[src/rtl/dma_wb_burst_master_if.sv]
// Classic Wishbone master/slave bundle between the burst master and the PCIe SGDMA adapter.
interface dma_wb_burst_master_if #(
    parameter int unsigned ADDR_W = 32
);
    logic [ADDR_W-1:0] wb_adr_o;
    logic [63:0]       wb_dat_o;
    logic [63:0]       wb_dat_i;
    logic              wb_cyc_o;
    logic              wb_stb_o;
    logic              wb_we_o;
    logic              wb_lock_o;
    logic [7:0]        wb_sel_o;
    logic              wb_ack_i;
    logic              wb_err_i;
    logic              wb_rty_i;

    modport master (
        output wb_adr_o, wb_dat_o, wb_cyc_o, wb_stb_o, wb_we_o, wb_lock_o, wb_sel_o,
        input  wb_dat_i, wb_ack_i, wb_err_i, wb_rty_i
    );

    modport slave (
        input  wb_adr_o, wb_dat_o, wb_cyc_o, wb_stb_o, wb_we_o, wb_lock_o, wb_sel_o,
        output wb_dat_i, wb_ack_i, wb_err_i, wb_rty_i
    );
endinterface

[src/rtl/dma_wb_burst_master.sv]
// Two-channel Wishbone burst master: one descriptor per channel, round-robin grants to the
// SGDMA adapter, bursts capped at MAX_BURST words and never crossing a 4KB page.
module dma_wb_burst_master #(
    parameter int unsigned ADDR_W    = 32,
    parameter int unsigned LEN_W     = 16,
    parameter int unsigned MAX_BURST = 16
) (
    input  logic              wb_clk_i,
    input  logic              wb_rst_i,
    input  logic [1:0]        ch_start,
    input  logic [1:0]        ch_write,
    input  logic [ADDR_W-1:0] ch0_addr,
    input  logic [ADDR_W-1:0] ch1_addr,
    input  logic [LEN_W-1:0]  ch0_len,
    input  logic [LEN_W-1:0]  ch1_len,
    output logic [1:0]        ch_busy,
    output logic [1:0]        ch_done,
    output logic [1:0]        ch_err,
    input  logic [1:0]        dma_req,
    output logic [1:0]        dma_ack,
    output logic [1:0]        active_ch,
    output logic [15:0]       burst_len,
    dma_wb_burst_master_if.master wb,
    input  logic [63:0]       src_data,
    input  logic              src_valid,
    output logic              src_rd,
    output logic [63:0]       snk_data,
    output logic              snk_dv
);
    localparam int unsigned WA_W = ADDR_W - 3;
    localparam int unsigned BC_W = $clog2(MAX_BURST + 1);

    typedef enum logic [1:0] {S_IDLE, S_GRANT, S_BURST, S_RETRY} state_t;

    state_t            state_q, state_d;
    logic [WA_W-1:0]   waddr_q [2];
    logic [LEN_W-1:0]  rem_q   [2];
    logic [1:0]        we_q, busy_q, done_q, err_q, dma_ack_q, active_q;
    logic              sel_q, last_q, cyc_q, snk_dv_q;
    logic [BC_W-1:0]   beats_q;
    logic [15:0]       burst_len_q;
    logic [63:0]       snk_data_q;

    logic [WA_W-1:0]   addr_in_c [2];
    logic [LEN_W-1:0]  len_in_c  [2];
    logic [1:0]        elig_c, start_ok_c;
    logic              sel_c, cur_we_c, stb_c, ack_hit_c, err_hit_c, rty_hit_c, last_beat_c;
    logic [9:0]        room_c;
    int unsigned       blen_c;
    logic              unused_addr_bits;

    assign addr_in_c[0] = ch0_addr[ADDR_W-1:3];
    assign addr_in_c[1] = ch1_addr[ADDR_W-1:3];
    assign len_in_c[0]  = ch0_len;
    assign len_in_c[1]  = ch1_len;
    assign unused_addr_bits = ^{ch0_addr[2:0], ch1_addr[2:0]};

    // A start landing on a busy channel, or on the cycle its done/err pulses, is dropped.
    assign start_ok_c  = ch_start & ~busy_q & ~done_q & ~err_q;
    assign elig_c      = busy_q & dma_req;
    assign cur_we_c    = we_q[sel_q];
    assign stb_c       = cyc_q & (cur_we_c ? src_valid : 1'b1);
    assign ack_hit_c   = stb_c & wb.wb_ack_i;
    assign err_hit_c   = stb_c & wb.wb_err_i;
    assign rty_hit_c   = stb_c & wb.wb_rty_i;
    assign last_beat_c = (beats_q == BC_W'(1));

    // Arbitration and burst sizing for the channel that would be granted from IDLE.
    always_comb begin
        sel_c  = elig_c[1];
        if (elig_c == 2'b11) sel_c = ~last_q;
        room_c = 10'd512 - {1'b0, waddr_q[sel_c][8:0]};
        blen_c = 32'(rem_q[sel_c]);
        if (blen_c > MAX_BURST)     blen_c = MAX_BURST;
        if (blen_c > 32'(room_c))   blen_c = 32'(room_c);
    end

    always_ff @(posedge wb_clk_i or posedge wb_rst_i) begin
        if (wb_rst_i) state_q <= S_IDLE;
        else          state_q <= state_d;
    end

    always_comb begin
        state_d = state_q;
        case (state_q)
            S_IDLE:  if (elig_c != 2'b00) state_d = S_GRANT;
            S_GRANT: state_d = S_BURST;
            S_BURST: begin
                if (err_hit_c)                      state_d = S_IDLE;
                else if (ack_hit_c && last_beat_c)  state_d = S_IDLE;
                else if (!ack_hit_c && rty_hit_c)   state_d = S_RETRY;
            end
            S_RETRY: state_d = S_BURST;
            default: state_d = S_IDLE;
        endcase
    end

    always_ff @(posedge wb_clk_i or posedge wb_rst_i) begin
        if (wb_rst_i) begin
            for (int i = 0; i < 2; i++) begin
                waddr_q[i] <= '0;
                rem_q[i]   <= '0;
            end
            we_q        <= '0;
            busy_q      <= '0;
            done_q      <= '0;
            err_q       <= '0;
            dma_ack_q   <= '0;
            active_q    <= '0;
            sel_q       <= 1'b0;
            last_q      <= 1'b1;
            cyc_q       <= 1'b0;
            beats_q     <= '0;
            burst_len_q <= '0;
            snk_dv_q    <= 1'b0;
            snk_data_q  <= '0;
        end else begin
            done_q    <= '0;
            err_q     <= '0;
            dma_ack_q <= '0;
            cyc_q     <= (state_d == S_BURST);
            snk_dv_q  <= ack_hit_c & ~cur_we_c;
            if (ack_hit_c && !cur_we_c) snk_data_q <= wb.wb_dat_i;

            for (int i = 0; i < 2; i++) begin
                if (start_ok_c[i]) begin
                    waddr_q[i] <= addr_in_c[i];
                    rem_q[i]   <= len_in_c[i];
                    we_q[i]    <= ch_write[i];
                    if (len_in_c[i] == '0) done_q[i] <= 1'b1;
                    else                   busy_q[i] <= 1'b1;
                end
            end

            if (state_q == S_IDLE && elig_c != 2'b00) begin
                sel_q       <= sel_c;
                last_q      <= sel_c;
                dma_ack_q   <= sel_c ? 2'b10 : 2'b01;
                active_q    <= sel_c ? 2'b10 : 2'b01;
                burst_len_q <= 16'(blen_c);
                beats_q     <= BC_W'(blen_c);
            end

            if (state_q == S_BURST) begin
                if (err_hit_c) begin
                    busy_q[sel_q] <= 1'b0;
                    rem_q[sel_q]  <= '0;
                    err_q[sel_q]  <= 1'b1;
                end else if (ack_hit_c) begin
                    waddr_q[sel_q] <= waddr_q[sel_q] + WA_W'(1);
                    rem_q[sel_q]   <= rem_q[sel_q] - LEN_W'(1);
                    beats_q        <= beats_q - BC_W'(1);
                    if (rem_q[sel_q] == LEN_W'(1)) begin
                        busy_q[sel_q] <= 1'b0;
                        done_q[sel_q] <= 1'b1;
                    end
                end
            end

            // Sideband describes the burst in flight and is dropped on return to IDLE.
            if (state_q != S_IDLE && state_d == S_IDLE) begin
                active_q    <= '0;
                burst_len_q <= '0;
            end
        end
    end

    assign ch_busy   = busy_q;
    assign ch_done   = done_q;
    assign ch_err    = err_q;
    assign dma_ack   = dma_ack_q;
    assign active_ch = active_q;
    assign burst_len = burst_len_q;
    assign snk_data  = snk_data_q;
    assign snk_dv    = snk_dv_q;
    assign src_rd    = ack_hit_c & cur_we_c;

    assign wb.wb_adr_o  = {waddr_q[sel_q], 3'b000};
    assign wb.wb_dat_o  = src_data;
    assign wb.wb_cyc_o  = cyc_q;
    assign wb.wb_stb_o  = stb_c;
    assign wb.wb_we_o   = cyc_q & cur_we_c;
    assign wb.wb_lock_o = cyc_q;
    assign wb.wb_sel_o  = 8'hFF;
endmodule

[src/flat_wrapper.sv]
// flat-port wrapper written by rule: the top's interface ports become plain ports
module dma_wb_burst_master_flat 
#(
    parameter int unsigned ADDR_W    = 32,
    parameter int unsigned LEN_W     = 16,
    parameter int unsigned MAX_BURST = 16
)
  (wb_clk_i, wb_rst_i, ch_start, ch_write, ch0_addr, ch1_addr, ch0_len, ch1_len, ch_busy, ch_done, ch_err, dma_req, dma_ack, active_ch, burst_len, src_data, src_valid, src_rd, snk_data, snk_dv, wb_wb_adr_o, wb_wb_dat_o, wb_wb_cyc_o, wb_wb_stb_o, wb_wb_we_o, wb_wb_lock_o, wb_wb_sel_o, wb_wb_dat_i, wb_wb_ack_i, wb_wb_err_i, wb_wb_rty_i);
  dma_wb_burst_master_if #(.ADDR_W(ADDR_W)) wb_i ();
  input  logic wb_clk_i;
  input  logic wb_rst_i;
  input  logic [1:0] ch_start;
  input  logic [1:0] ch_write;
  input  logic [ADDR_W-1:0] ch0_addr;
  input  logic [ADDR_W-1:0] ch1_addr;
  input  logic [LEN_W-1:0] ch0_len;
  input  logic [LEN_W-1:0] ch1_len;
  output logic [1:0] ch_busy;
  output logic [1:0] ch_done;
  output logic [1:0] ch_err;
  input  logic [1:0] dma_req;
  output logic [1:0] dma_ack;
  output logic [1:0] active_ch;
  output logic [15:0] burst_len;
  input  logic [63:0] src_data;
  input  logic src_valid;
  output logic src_rd;
  output logic [63:0] snk_data;
  output logic snk_dv;
  output wire logic [$bits(wb_i.wb_adr_o)-1:0] wb_wb_adr_o;
  output wire logic [$bits(wb_i.wb_dat_o)-1:0] wb_wb_dat_o;
  output wire logic [$bits(wb_i.wb_cyc_o)-1:0] wb_wb_cyc_o;
  output wire logic [$bits(wb_i.wb_stb_o)-1:0] wb_wb_stb_o;
  output wire logic [$bits(wb_i.wb_we_o)-1:0] wb_wb_we_o;
  output wire logic [$bits(wb_i.wb_lock_o)-1:0] wb_wb_lock_o;
  output wire logic [$bits(wb_i.wb_sel_o)-1:0] wb_wb_sel_o;
  input wire logic [$bits(wb_i.wb_dat_i)-1:0] wb_wb_dat_i;
  input wire logic [$bits(wb_i.wb_ack_i)-1:0] wb_wb_ack_i;
  input wire logic [$bits(wb_i.wb_err_i)-1:0] wb_wb_err_i;
  input wire logic [$bits(wb_i.wb_rty_i)-1:0] wb_wb_rty_i;
  assign wb_wb_adr_o = wb_i.wb_adr_o;
  assign wb_wb_dat_o = wb_i.wb_dat_o;
  assign wb_wb_cyc_o = wb_i.wb_cyc_o;
  assign wb_wb_stb_o = wb_i.wb_stb_o;
  assign wb_wb_we_o = wb_i.wb_we_o;
  assign wb_wb_lock_o = wb_i.wb_lock_o;
  assign wb_wb_sel_o = wb_i.wb_sel_o;
  assign wb_i.wb_dat_i = wb_wb_dat_i;
  assign wb_i.wb_ack_i = wb_wb_ack_i;
  assign wb_i.wb_err_i = wb_wb_err_i;
  assign wb_i.wb_rty_i = wb_wb_rty_i;
  dma_wb_burst_master #(.ADDR_W(ADDR_W), .LEN_W(LEN_W), .MAX_BURST(MAX_BURST)) u_core (.wb_clk_i(wb_clk_i), .wb_rst_i(wb_rst_i), .ch_start(ch_start), .ch_write(ch_write), .ch0_addr(ch0_addr), .ch1_addr(ch1_addr), .ch0_len(ch0_len), .ch1_len(ch1_len), .ch_busy(ch_busy), .ch_done(ch_done), .ch_err(ch_err), .dma_req(dma_req), .dma_ack(dma_ack), .active_ch(active_ch), .burst_len(burst_len), .wb(wb_i), .src_data(src_data), .src_valid(src_valid), .src_rd(src_rd), .snk_data(snk_data), .snk_dv(snk_dv));
endmodule
[config.mk]
export PLATFORM = sky130hd
export DESIGN_NAME = dma_wb_burst_master_flat
export DESIGN_NICKNAME = d
export VERILOG_FILES = /design/src/rtl/dma_wb_burst_master_if.sv /design/src/rtl/dma_wb_burst_master.sv /design/src/flat_wrapper.sv
export SDC_FILE = /design/constraint.sdc
export NUM_CORES = 1
export LEC_CHECK = 0
export CAP_MARGIN = 15
export CORE_AREA = 5 5 165 167
export DETAILED_ROUTE_END_ITERATION = 7
export DIE_AREA = 0 0 170 172
export DONT_BUFFER_PORTS = 1
export PLACE_DENSITY_LB_ADDON = 0.25
export SLEW_MARGIN = 10
export SYNTH_ARGS = -nofsm -noshare
export SYNTH_HDL_FRONTEND = slang
export SYNTH_SLANG_ARGS = --single-unit
[constraint.sdc]
create_clock -name wb_clk_i -period 8.55 [get_ports wb_clk_i]
set_clock_uncertainty 0.15 [all_clocks]
set_input_delay 1.2825 -clock wb_clk_i [delete_from_list [all_inputs] [get_ports wb_clk_i]]
set_output_delay 1.2825 -clock wb_clk_i [all_outputs]
set_load 0.02 [all_outputs]
==> out/metrics.cfg <==
[timing]
rsz0062_at_grt = false
hold_viol_final = 0
finalSetupViolations = 0
min_period_ns = 4.70
fmax_mhz = 213
drv_slew = 0
period_share_pct = 55.0
slew_headroom_pct = 28.8
tns_ns = 0
tightest_slew_ns = 1.07

[floorplan]
fp.coreArea_um2 = 25600
die-area_um2 = 29200
die_h_um = 172
die_x_um = 170
initial_core_util_pct = 44.0
fp-row-count = 59
io_pins = 436

[power_and_ir_drop]
ir_drop_mv = 0.176
power.total_mw = 4.95
power.density_nw_per_um2 = 424
power.leakage_nw = 4.84

[critical_path]
crit_buf_inv = 1
cp_max_fo = 20
rr_startpoint = u_core.ch_busy[0]$_DFF_PP0_
cp-startpoint = dma_req[0]
critPathTopFamily = simple AND/OR/NAND/NOR gates
critPathMaxStageDelay_ns = 0.65
rr_worst_depth = 16
cp_num_cells = 16
cp.arrival_ns = 4.92
r2r_slack_ns = 3.87
worstReg2RegEnd = u_core.burst_len[3]$_DFFE_PP0P_
cp-end-kind = register
crit_type = input pin to register
worstPathCellList = nand3_1 -> nand2_1 -> mux2_2 -> inv_1 -> ha_1 -> nand3b_1 -> o21ai_0 -> nor2b_1 -> xnor2_1 -> ha_1 -> o21a_1 -> nor2_1 -> a31oi_1 -> o21ai_1 -> mux2_2 -> o21ai_0
slowest_stage = nand2_1
critical_path.endpoint = u_core.burst_len[3]$_DFFE_PP0P_
cp.required_ns = 8.78
critPathLaunchType = input pin

[drt]
routed_via_density = 5.85
via_count = 8320
routed_wl_um = 32300
wl_per_cell_um = 22.7
drt-pass1-iter-count = 5
drcViolationCount = 0
antenna_left = 0
drt_iter0_markers = 531

[cells_and_area]
nets = 1324
drive_above_1_share_pct = 14.3
mostFrequentLayoutCell = dfrtp_1
fin_area_um2 = 11700
syn2layout_area_growth_pct = 3.66
post-route-util_pct = 45.6
final_cell_mix = dfrtp_1, nand2_1, mux2_2

[synthesis]
synth_adder_area_share_pct = 1.78
synthTopCellsByArea = dfrtp_1, mux2_2, buf_4
synth-seq-cells = 193
async_reset_ff_share_pct = 100
synth_top_area_share_pct = 42.7
seq_area_frac_synth_pct = 42.9
synthXorXnorAreaFrac_pct = 3.81
synth_top_family_by_area = simple AND/OR/NAND/NOR gates
synthFlopType = dfrtp_1
synth_edf_count = 0
synth.mux.area_fraction_pct = 13.5
yosys_warnings = 0
syn_area_um2 = 11300
synth_top_area_cell = dfrtp_1
synth_cell_types = 67
postSynthCellCount = 1164
avgSynthCellArea_um2 = 9.67
synth_compound_area_share_pct = 12.6
synth-simple-area-share_pct = 17.1

[clocking]
clockBufferDepth = 2
cts_resized = 0
clk_root_buffer_cell = clkbuf_16
cts_buffers = 17
htree_levels = 4
post_cts_buffers = 0
clk_pin_slew_worst_paths_ns = 0.10
cts_hold_buf = 0
insertion_delay_ns = 0.45
cts_sinks = 193
tritoncts = built

[job]
maxCapViolations = 0

[global_routing]
grt_use_total_pct = 21.3
grt_pass1_vias = 8401
grt_first_pass_wirelength_um = 49200
grt_max_degree = 118
antenna_found_initial = 1
grt-ovfl-total = 0

[placement]
hpwl_um = 23500
gp_congestion = 0.895
placed_area_um2 = 11000
io_buffers = 0

[status]
status = completed

[min_path]
hold_path_class = register to register
min_from = u_core.we_q[0]$_DFFE_PP0P_

## layer usage
| metal | part of all wire (%) | global-route usage (%) | vias to the layer above |
|---|---|---|---|
| met3 | 8.3 | 5.97 | 37 |
| met1 | 41 | 27.2 | 4129 |
| met2 | 49 | 35.6 | 309 |
| li1 | - | - | 3845 |
| met5 | 0 | 0 | - |
| met4 | 1.8 | 5.73 | 0 |
## synth_stat cells, drive strengths merged, types with 3 or more instances
library cell / count
a31oi: 9
nor2: 52
nand4: 10
a32oi: 6
ha: 16
a211oi: 43
a211o: 4
buf: 98
a221oi: 4
or3b: 3
nor4: 19
o2111ai: 3
o22ai: 8
nor2b: 5
o21ai: 39
a21oi: 75
xor2: 20
inv: 23
dfrtp: 192
xnor2: 29
nand4b: 6
o21a: 3
mux2i: 56
or3: 4
and3: 24
o211ai: 5
a21o: 7
nand3: 18
and2: 37
nand2b: 10
clkbuf: 40
mux2: 85
nor3b: 6
nand2: 152
nor3: 24
## state kept, by name (all words and copies together) (netlist names)
| register | count |
|---|---|
| u_core.we_q | 2 |
| u_core.state_q | 2 |
| u_core.snk_data | 64 |
| u_core.active_ch | 2 |
| u_core.ch_err | 2 |
| u_core.beats_q | 5 |
| u_core.last_q | 1 |
| u_core.wb.wb_cyc_o | 1 |
| u_core.sel_q | 1 |
| u_core.burst_len | 16 |
| u_core.ch_busy | 2 |
| u_core.ch_done | 2 |
| u_core.rem_q | 32 |
| u_core.dma_ack | 2 |
| u_core.waddr_q | 58 |
| u_core.snk_dv | 1 |
## where the power goes
part           internal [mW]  switching [mW]  total (mW)
registers               1.34           0.668        2.01
clock network          0.420           0.465       0.884
logic                  0.866            1.20        2.06
## worst register-to-register path, delay by kind of cell (launching register included)
family	cells	cell delay (ns)
flops	1	0.70
mux	2	0.86
xor+xnor	1	0.11
buf+inv	1	0.06
compound gates	5	0.94
simple gates	5	1.28
fa+ha+maj	2	0.52
## metrics by stage
stage / setup WS [ns] / hold WS, ns / instances
detailed placement: 3.37 / 0.316 / 1388
floorplan: 1.86 / 0.295 / 1178
global route: 3.55 / 0.363 / 1422
global placement: 3.42 / 0.310 / 1388
finish: 3.85 / 0.337 / 1422
CTS: 3.86 / 0.337 / 1420
## logic make-up (layout without fill, tap and decap cells)
family	Yosys count	after routing
buf+inv	161	68
fa+ha+maj	16	16
other cells	2	18
mux	141	141
compound gates	222	222
simple gates	380	380
xor+xnor	49	49
flops	193	193
## worst min path at each step
stage / cells after the start / slack [ns] / to
after detailed placement: 2 / 0.32 / u_core.we_q[0]$_DFFE_PP0P_
after global routing: 2 / 0.36 / u_core.we_q[1]$_DFFE_PP0P_
after CTS: 2 / 0.34 / u_core.we_q[0]$_DFFE_PP0P_
after floorplan: 2 / 0.29 / u_core.we_q[0]$_DFFE_PP0P_
after global placement: 2 / 0.31 / u_core.we_q[0]$_DFFE_PP0P_
final: 2 / 0.34 / u_core.we_q[0]$_DFFE_PP0P_
## layout make-up
type | instances | area, um^2
Fill cell | 2456 | 13900
Multi-Input combinational cell | 824 | 5570
Sequential cell | 193 | 4830
Clock buffer | 17 | 425
Tap cell | 335 | 419
Clock inverter | 15 | 228
Timing Repair Buffer | 13 | 97.6
Inverter | 23 | 93.8
Antenna cell | 2 | 5.00
Power figures use the tool's default switching activity.
